[src/rtl/sub32_serial_if.sv]
// Handshake and operand/result bundle for the digit-serial subtractor.
interface sub32_serial_if #(
  parameter int unsigned WIDTH = 32
);
  logic             start;
  logic [WIDTH-1:0] A;
  logic [WIDTH-1:0] B;
  logic             Bin;
  logic             busy;
  logic             done;
  logic [WIDTH-1:0] D;
  logic             Bout;
  logic             V;
  logic             Z;

  // Requester side: issues operations and observes results.
  modport master (
    output start, A, B, Bin,
    input  busy, done, D, Bout, V, Z
  );

  // Subtractor side.
  modport slave (
    input  start, A, B, Bin,
    output busy, done, D, Bout, V, Z
  );
endinterface

[src/rtl/sub32_serial.sv]
// Digit-serial subtractor: D = A - B - Bin, DIGIT bits per clock, LSB digit first,
// borrow carried between digits in a register. Results hold until the next completion.
module sub32_serial #(
  parameter int unsigned WIDTH = 32,
  parameter int unsigned DIGIT = 4
) (
  input  logic          clk,
  input  logic          rst,
  sub32_serial_if.slave bus
);
  localparam int unsigned N  = WIDTH / DIGIT;
  localparam int unsigned CW = (N > 1) ? $clog2(N) : 1;
  localparam int unsigned DW = DIGIT + 1;

  if ((WIDTH % DIGIT) != 0) begin : g_bad_digit
    $error("sub32_serial: DIGIT must divide WIDTH exactly");
  end

  typedef enum logic [1:0] {
    S_IDLE,
    S_RUN,
    S_DONE
  } state_e;

  state_e           state_q, state_d;
  logic [WIDTH-1:0] a_q, a_d;
  logic [WIDTH-1:0] b_q, b_d;
  logic [WIDTH-1:0] res_q, res_d;
  logic [WIDTH-1:0] d_q, d_d;
  logic [CW-1:0]    cnt_q, cnt_d;
  logic             borrow_q, borrow_d;
  logic             busy_q, busy_d;
  logic             done_q, done_d;
  logic             bout_q, bout_d;
  logic             v_q, v_d;
  logic             z_q, z_d;
  logic [DIGIT:0]   diff;
  logic             accept;

  // Next-state: operands shift right one digit per cycle, result digits enter from the top.
  always_comb begin
    state_d  = state_q;
    a_d      = a_q;
    b_d      = b_q;
    res_d    = res_q;
    d_d      = d_q;
    cnt_d    = cnt_q;
    borrow_d = borrow_q;
    busy_d   = busy_q;
    done_d   = 1'b0;
    bout_d   = bout_q;
    v_d      = v_q;
    z_d      = z_q;
    diff     = {1'b0, a_q[DIGIT-1:0]} - {1'b0, b_q[DIGIT-1:0]} - DW'(borrow_q);
    accept   = bus.start && (state_q != S_RUN);

    case (state_q)
      S_RUN: begin
        a_d      = a_q >> DIGIT;
        b_d      = b_q >> DIGIT;
        res_d    = (res_q >> DIGIT) | (WIDTH'(diff[DIGIT-1:0]) << (WIDTH - DIGIT));
        borrow_d = diff[DIGIT];
        cnt_d    = cnt_q + CW'(1);
        if (cnt_q == CW'(N - 1)) begin
          // Last digit holds the operand sign bits in its top position.
          state_d = S_DONE;
          busy_d  = 1'b0;
          done_d  = 1'b1;
          d_d     = res_d;
          bout_d  = diff[DIGIT];
          v_d     = (a_q[DIGIT-1] != b_q[DIGIT-1]) && (res_d[WIDTH-1] != a_q[DIGIT-1]);
          z_d     = (res_d == '0);
        end
      end
      default: begin
        state_d = S_IDLE;
        if (accept) begin
          state_d  = S_RUN;
          a_d      = bus.A;
          b_d      = bus.B;
          borrow_d = bus.Bin;
          cnt_d    = '0;
          res_d    = '0;
          busy_d   = 1'b1;
        end
      end
    endcase
  end

  // State and output registers with synchronous reset.
  always_ff @(posedge clk) begin
    if (rst) begin
      state_q  <= S_IDLE;
      a_q      <= '0;
      b_q      <= '0;
      res_q    <= '0;
      d_q      <= '0;
      cnt_q    <= '0;
      borrow_q <= 1'b0;
      busy_q   <= 1'b0;
      done_q   <= 1'b0;
      bout_q   <= 1'b0;
      v_q      <= 1'b0;
      z_q      <= 1'b0;
    end else begin
      state_q  <= state_d;
      a_q      <= a_d;
      b_q      <= b_d;
      res_q    <= res_d;
      d_q      <= d_d;
      cnt_q    <= cnt_d;
      borrow_q <= borrow_d;
      busy_q   <= busy_d;
      done_q   <= done_d;
      bout_q   <= bout_d;
      v_q      <= v_d;
      z_q      <= z_d;
    end
  end

  assign bus.busy = busy_q;
  assign bus.done = done_q;
  assign bus.D    = d_q;
  assign bus.Bout = bout_q;
  assign bus.V    = v_q;
  assign bus.Z    = z_q;
endmodule
[src/flat_wrapper.sv]
// flat-port wrapper written by rule: the top's interface ports become plain ports
module sub32_serial_flat 
#(
  parameter int unsigned WIDTH = 32,
  parameter int unsigned DIGIT = 4
)
  (clk, rst, bus_start, bus_A, bus_B, bus_Bin, bus_busy, bus_done, bus_D, bus_Bout, bus_V, bus_Z);
  sub32_serial_if #(.WIDTH(WIDTH)) bus_i ();
  input  logic clk;
  input  logic rst;
  input wire logic [$bits(bus_i.start)-1:0] bus_start;
  input wire logic [$bits(bus_i.A)-1:0] bus_A;
  input wire logic [$bits(bus_i.B)-1:0] bus_B;
  input wire logic [$bits(bus_i.Bin)-1:0] bus_Bin;
  output wire logic [$bits(bus_i.busy)-1:0] bus_busy;
  output wire logic [$bits(bus_i.done)-1:0] bus_done;
  output wire logic [$bits(bus_i.D)-1:0] bus_D;
  output wire logic [$bits(bus_i.Bout)-1:0] bus_Bout;
  output wire logic [$bits(bus_i.V)-1:0] bus_V;
  output wire logic [$bits(bus_i.Z)-1:0] bus_Z;
  assign bus_i.start = bus_start;
  assign bus_i.A = bus_A;
  assign bus_i.B = bus_B;
  assign bus_i.Bin = bus_Bin;
  assign bus_busy = bus_i.busy;
  assign bus_done = bus_i.done;
  assign bus_D = bus_i.D;
  assign bus_Bout = bus_i.Bout;
  assign bus_V = bus_i.V;
  assign bus_Z = bus_i.Z;
  sub32_serial #(.WIDTH(WIDTH), .DIGIT(DIGIT)) u_core (.clk(clk), .rst(rst), .bus(bus_i));
endmodule
[config.mk]
export PLATFORM = sky130hd
export DESIGN_NAME = sub32_serial_flat
export DESIGN_NICKNAME = d
export VERILOG_FILES = /design/src/rtl/sub32_serial_if.sv /design/src/rtl/sub32_serial.sv /design/src/flat_wrapper.sv
export SDC_FILE = /design/constraint.sdc
export NUM_CORES = 1
export LEC_CHECK = 0
export CORE_UTILIZATION = 52
export DETAILED_ROUTE_END_ITERATION = 10
export PLACE_DENSITY = 0.8
export SYNTH_ARGS = -nofsm -noshare
export SYNTH_HDL_FRONTEND = slang
export SYNTH_SLANG_ARGS = --single-unit
[constraint.sdc]
create_clock -name clk -period 3.2 [get_ports clk]
set_clock_uncertainty 0.2 [all_clocks]
set_input_delay 0.8 -clock clk [delete_from_list [all_inputs] [get_ports clk]]
set_output_delay 0.8 -clock clk [all_outputs]
set_load 0.03 [all_outputs]
# Word level (Yosys, flattened, before mapping)
# Index checks and enable logic that the tools add are counted.
# op_classes
n_mux,17
eq_ne,6
n_addsub,3
bitwise,2
reduce_logical,8
# ops
op,count
$mux W28,4
$mux W32,2
$logic_not A32 Y1,1
$or A28 B32 Y32,1
$mux W1,7
$mux W3,2
$sub A4 B4 Y5,1
$sub A5 B1 Y5,1
$mux W2,2
$ne A2 B1 Y1 const B,2
$reduce_and A2 Y1,2
$reduce_or A2 Y1,2
$add A3 B1 Y3 const B,1
$eq A3 B3 Y1 const B,1
$eq A2 B1 Y1 const B,1
$logic_and A1 B1 Y1,2
$ne A1 B1 Y1,2
$reduce_bool A2 Y1,1
$not A1 Y1,1
# word_totals
in_bits,68
regBits,139
out_inout_bits,37
wordCells,50

# Depth between registers and ports, before layout
# depth
word_depth,5
ltp_mapped,8
mapped_depth_nobuf,8

# Worst setup path after synthesis
# Ideal clock, no wire load.
# synth_path
kind,register to register
from,register u_core.borrow_q
to,register u_core.v_q (netlist: u_core.bus.V)
setup_time_ps,122
stages_incl_launch_ff,9
period_less_slack_ps,2411
slack_ps,789
t_required_ps,2878
arrival_ps,2090
n_path_buf,0
path_cell_list,dfxtp_1 -> inv_1 -> fa_1 -> inv_1 -> ha_1 -> o21a_1 -> or3_4 -> and2_1 -> a221o_1
# synth_via
elab_chain_cells,4
# synth_lines
item,line_no,rtl
from (decl),sub32_serial.sv:31,"logic borrow_q, borrow_d;"
from (signal assigned),sub32_serial.sv:112,borrow_q <= borrow_d;
$sub A5 B1 Y5,sub32_serial.sv:54,"diff = {1'b0, a_q[DIGIT-1:0]} - {1'b0, b_q[DIGIT-1:0]} - DW'(borrow_q);"
$or A28 B32 Y32,sub32_serial.sv:61,res_d = (res_q >> DIGIT) | (WIDTH'(diff[DIGIT-1:0]) << (WIDTH - DIGIT));
$ne A1 B1 Y1,sub32_serial.sv:71,v_d = (a_q[DIGIT-1] != b_q[DIGIT-1]) && (res_d[WIDTH-1] != a_q[DIGIT-1]);
$logic_and A1 B1 Y1,sub32_serial.sv:71,
to (signal assigned),sub32_serial.sv:116,v_q <= v_d;
to (decl),sub32_serial.sv:35,"logic v_q, v_d;"
# Every way passes these cells.
# A chain may end at the register's enable or synchronous reset.

# Worst setup path in the final report
# layout_path
from,register u_core.d_q[29] (netlist: u_core.bus.D[29])
to,output port bus_D[29]
# layout_lines
item,line_no,rtl
from (decl),sub32_serial.sv:29,"logic [WIDTH-1:0] d_q, d_d;"
from (signal assigned),sub32_serial.sv:97,d_q <= '0;
from (signal assigned),sub32_serial.sv:110,d_q <= d_d;
to (decl),flat_wrapper.sv:17,output wire logic [$bits(bus_i.D)-1:0] bus_D;
# No word-level cell between the ends.

==> results.ini <==
[worst_setup_path]
crit_type = register to output port
crit_fanout = 2
critPathArrivalTime_ns = 1.57
critPathTopFamily = buffers and inverters
cp_slowest_cell = clkdlybuf4s50_1
path_cells = clkdlybuf4s50_1
startpoint_type = register
path_buf_inv = 1
required_ns = 2.20
max_stage_delay_ns = 0.69
critPathCaptureType = output port

[synth]
muxShareOfSynthArea_pct = 11.84
async_reset_ff_share_pct = 0
yosysWarnings = 0
synth_top_family_by_area = compound AO/OA/AOI/OAI gates
synthTopCellsByArea = dfxtp_1, mux2i_1, a211oi_1
synthAdderAreaFrac_pct = 2.591
synth_area_um2 = 5409
synth.distinct_cells = 37
synth.largest_area_cell = dfxtp_1
syn_area_per_cell_um2 = 9.659
synth_xor_xnor_area_share_pct = 0.4858
synth_compound_area_share_pct = 17.70
syn_inst = 560
synth_seq_cells = 135
syn_nets = 638
synth_top_area_share_pct = 49.97
ys.flop_type = dfxtp_1
synth-seq-area-share_pct = 49.97
synth_edf_count = 0
synthSimpleGateAreaFrac_pct = 12.58

[clock_tree]
cts_setup_buffers = 0
post_cts_resized = 0
root_buffer = clkbuf_8
cts_buffer_depth = 2
cts_tree = done
htree_num_levels = 4
cts_buffers = 17
hold_buffers = 0
clk_latency_ns = 0.52
cts_sinks = 135
clk_pin_slew_ns = 0.06

[route]
routed_wl_um = 12300
wl_met1_um = 5421
routed-wl-met2_um = 5912
antenna_left = 0
vias = 4385
via_per_inst = 5.551
drt-pass1-iter-count = 4
wire_per_inst_um = 15.57
top_layer_used = met4
drt_iter0_drc = 153
remaining_drc_errors = 0
wl_met3_um = 813

[global_routing]
grt-ovfl-total = 0
grt_use_total_pct = 23.52
grt_pass1_wl_um = 20600
antenna_found_initial = 0
grt_pass1_vias = 4330
grt_max_degree = 73

[power]
comb_power_share_pct = 11.2
p_int_mw = 3.049
p_switching_mw = 1.080
power.density_nw_per_um2 = 584.1
p_leak_nw = 2.787
swShare_pct = 26.15
vdd_drop_max_uv = 489.0
seqPwrFrac_pct = 43.9
power_frac_clock_pct = 44.9

[die]
initial_utilization_pct = 54.58
ioPinCount = 105
die_h_um = 104.0
die_w_um = 104.0
coreArea_um2 = 9910
num_rows = 36
die-area_um2 = 10810

[placed_design]
dp.cells = 758
place_congestion = 0.7746
portBuffers = 104
hpwl_um = 7903

[timing]
maxSlewViolCount = 0
max_freq_ghz = 0.3889
period_minus_slack_ns = 2.572
worst_slew_pin_slew_ns = 0.7779
final-hold-violation-count = 0
period_share_pct = 80.36
slew_headroom_pct = 48.14
grt_setup_unrepaired = false
setup-tns-final_ns = 0
setup_viol = 0

[cells_and_area]
stdcell_count = 790
final_net_count = 722
drive_gt1_share_pct = 7.458
final_common_cell = dfxtp_1
areaGrowthSynthToFinish_pct = 30.67
final_cell_mix = dfxtp_1, clkdlybuf4s50_1, nor2_1
insertedDiodeCount = 0

[status]
outcome = finished clean

[job]
maxCapViolations = 0

[hold_path]
hp-class = register to register

registers in the layout (all words and copies together), names as in the netlist, 2 cells and up:
| register | count |
|---|---|
| u_core.a_q | 32 |
| u_core.b_q | 32 |
| u_core.bus.D | 32 |
| u_core.cnt_q | 3 |
| u_core.res_q | 28 |
| u_core.state_q | 2 |
cell type report:
class / instances / area [um2]
sequential: 135 / 2703
timing repair buffer: 113 / 1126
inverter: 13 / 48.80
clock inverter: 14 / 141.4
multi-input combinational: 364 / 2455
clock buffer: 18 / 427.9
fill: 742 / 2841
tap: 133 / 166.4
kinds of logic after synthesis:
logic type	Yosys count
and+or+nand+nor	155
adders and majority gates	10
xor gates and xnor gates	3
muxes	64
DFF	135
AOI/OAI and AO/OA	132
buffers and inverters	61
worst reg2reg max path: cells and delay by family (launching register included):
family          cells  cell delay [ns]
compound gates      1             0.25
fa+ha+maj           2             0.79
buf+inv             2             0.15
flops               1             0.30
simple gates        3             0.76
synthesized netlist by cell type (all sizes together), types with 3 or more instances:
master and n:
a22o 30, dfxtp 135, a211oi 57, nor2 71
nor4 5, buf 34, ha 8, nor2b 3
a21oi 36, clkbuf 14, nand3 32, nand2 32
mux2i 64, inv 13, o21ai 3, nand2b 3
final timing paths:
path	from	endpoint	slack, ns	cells past startpoint
min	u_core.bus.D[30]	u_core.bus.D[30]	0.27	2
min reg2reg	u_core.bus.D[30]	u_core.bus.D[30]	0.27	2
max	u_core.bus.D[29]	bus_D[29]	0.63	1
max reg2reg	u_core.borrow_q	u_core.bus.Z	0.67	8
power by group through the flow:
stage | registers, mW | clock network, mW | logic [mW]
after floorplan | 1.83 | 0 | 0.308
after global placement | 1.84 | 0 | 0.443
after detailed placement | 1.85 | 0 | 0.455
after CTS | 1.81 | 1.87 | 0.464
after global routing | 1.82 | 1.96 | 0.510
final | 1.81 | 1.85 | 0.463
metal layers:
layer	global-route usage, %	up-vias
li1	-	2180
met1	28.42	2054
met2	39.10	137
met3	8.020	14
met4	7.857	0
met5	0	-
stage by stage:
| stage | utilization (%) | setup slack, ns | area [um2] | total power [mW] | hold slack (ns) |
|---|---|---|---|---|---|
| floorplan | - | 0.7886 | 5409 | 2.138 | 0.2516 |
| global placement | 65.58 | 0.7304 | 6499 | 2.286 | 0.2586 |
| detailed placement | 65.58 | 0.7019 | 6499 | 2.300 | 0.2661 |
| CTS | 71.33 | 0.6086 | 7068 | 4.147 | 0.2786 |
| global route | 71.33 | 0.5302 | 7068 | 4.289 | 0.2953 |
| finish | 71.33 | 0.6285 | 7068 | 4.128 | 0.2702 |
(Power assumes the default switching activity.)
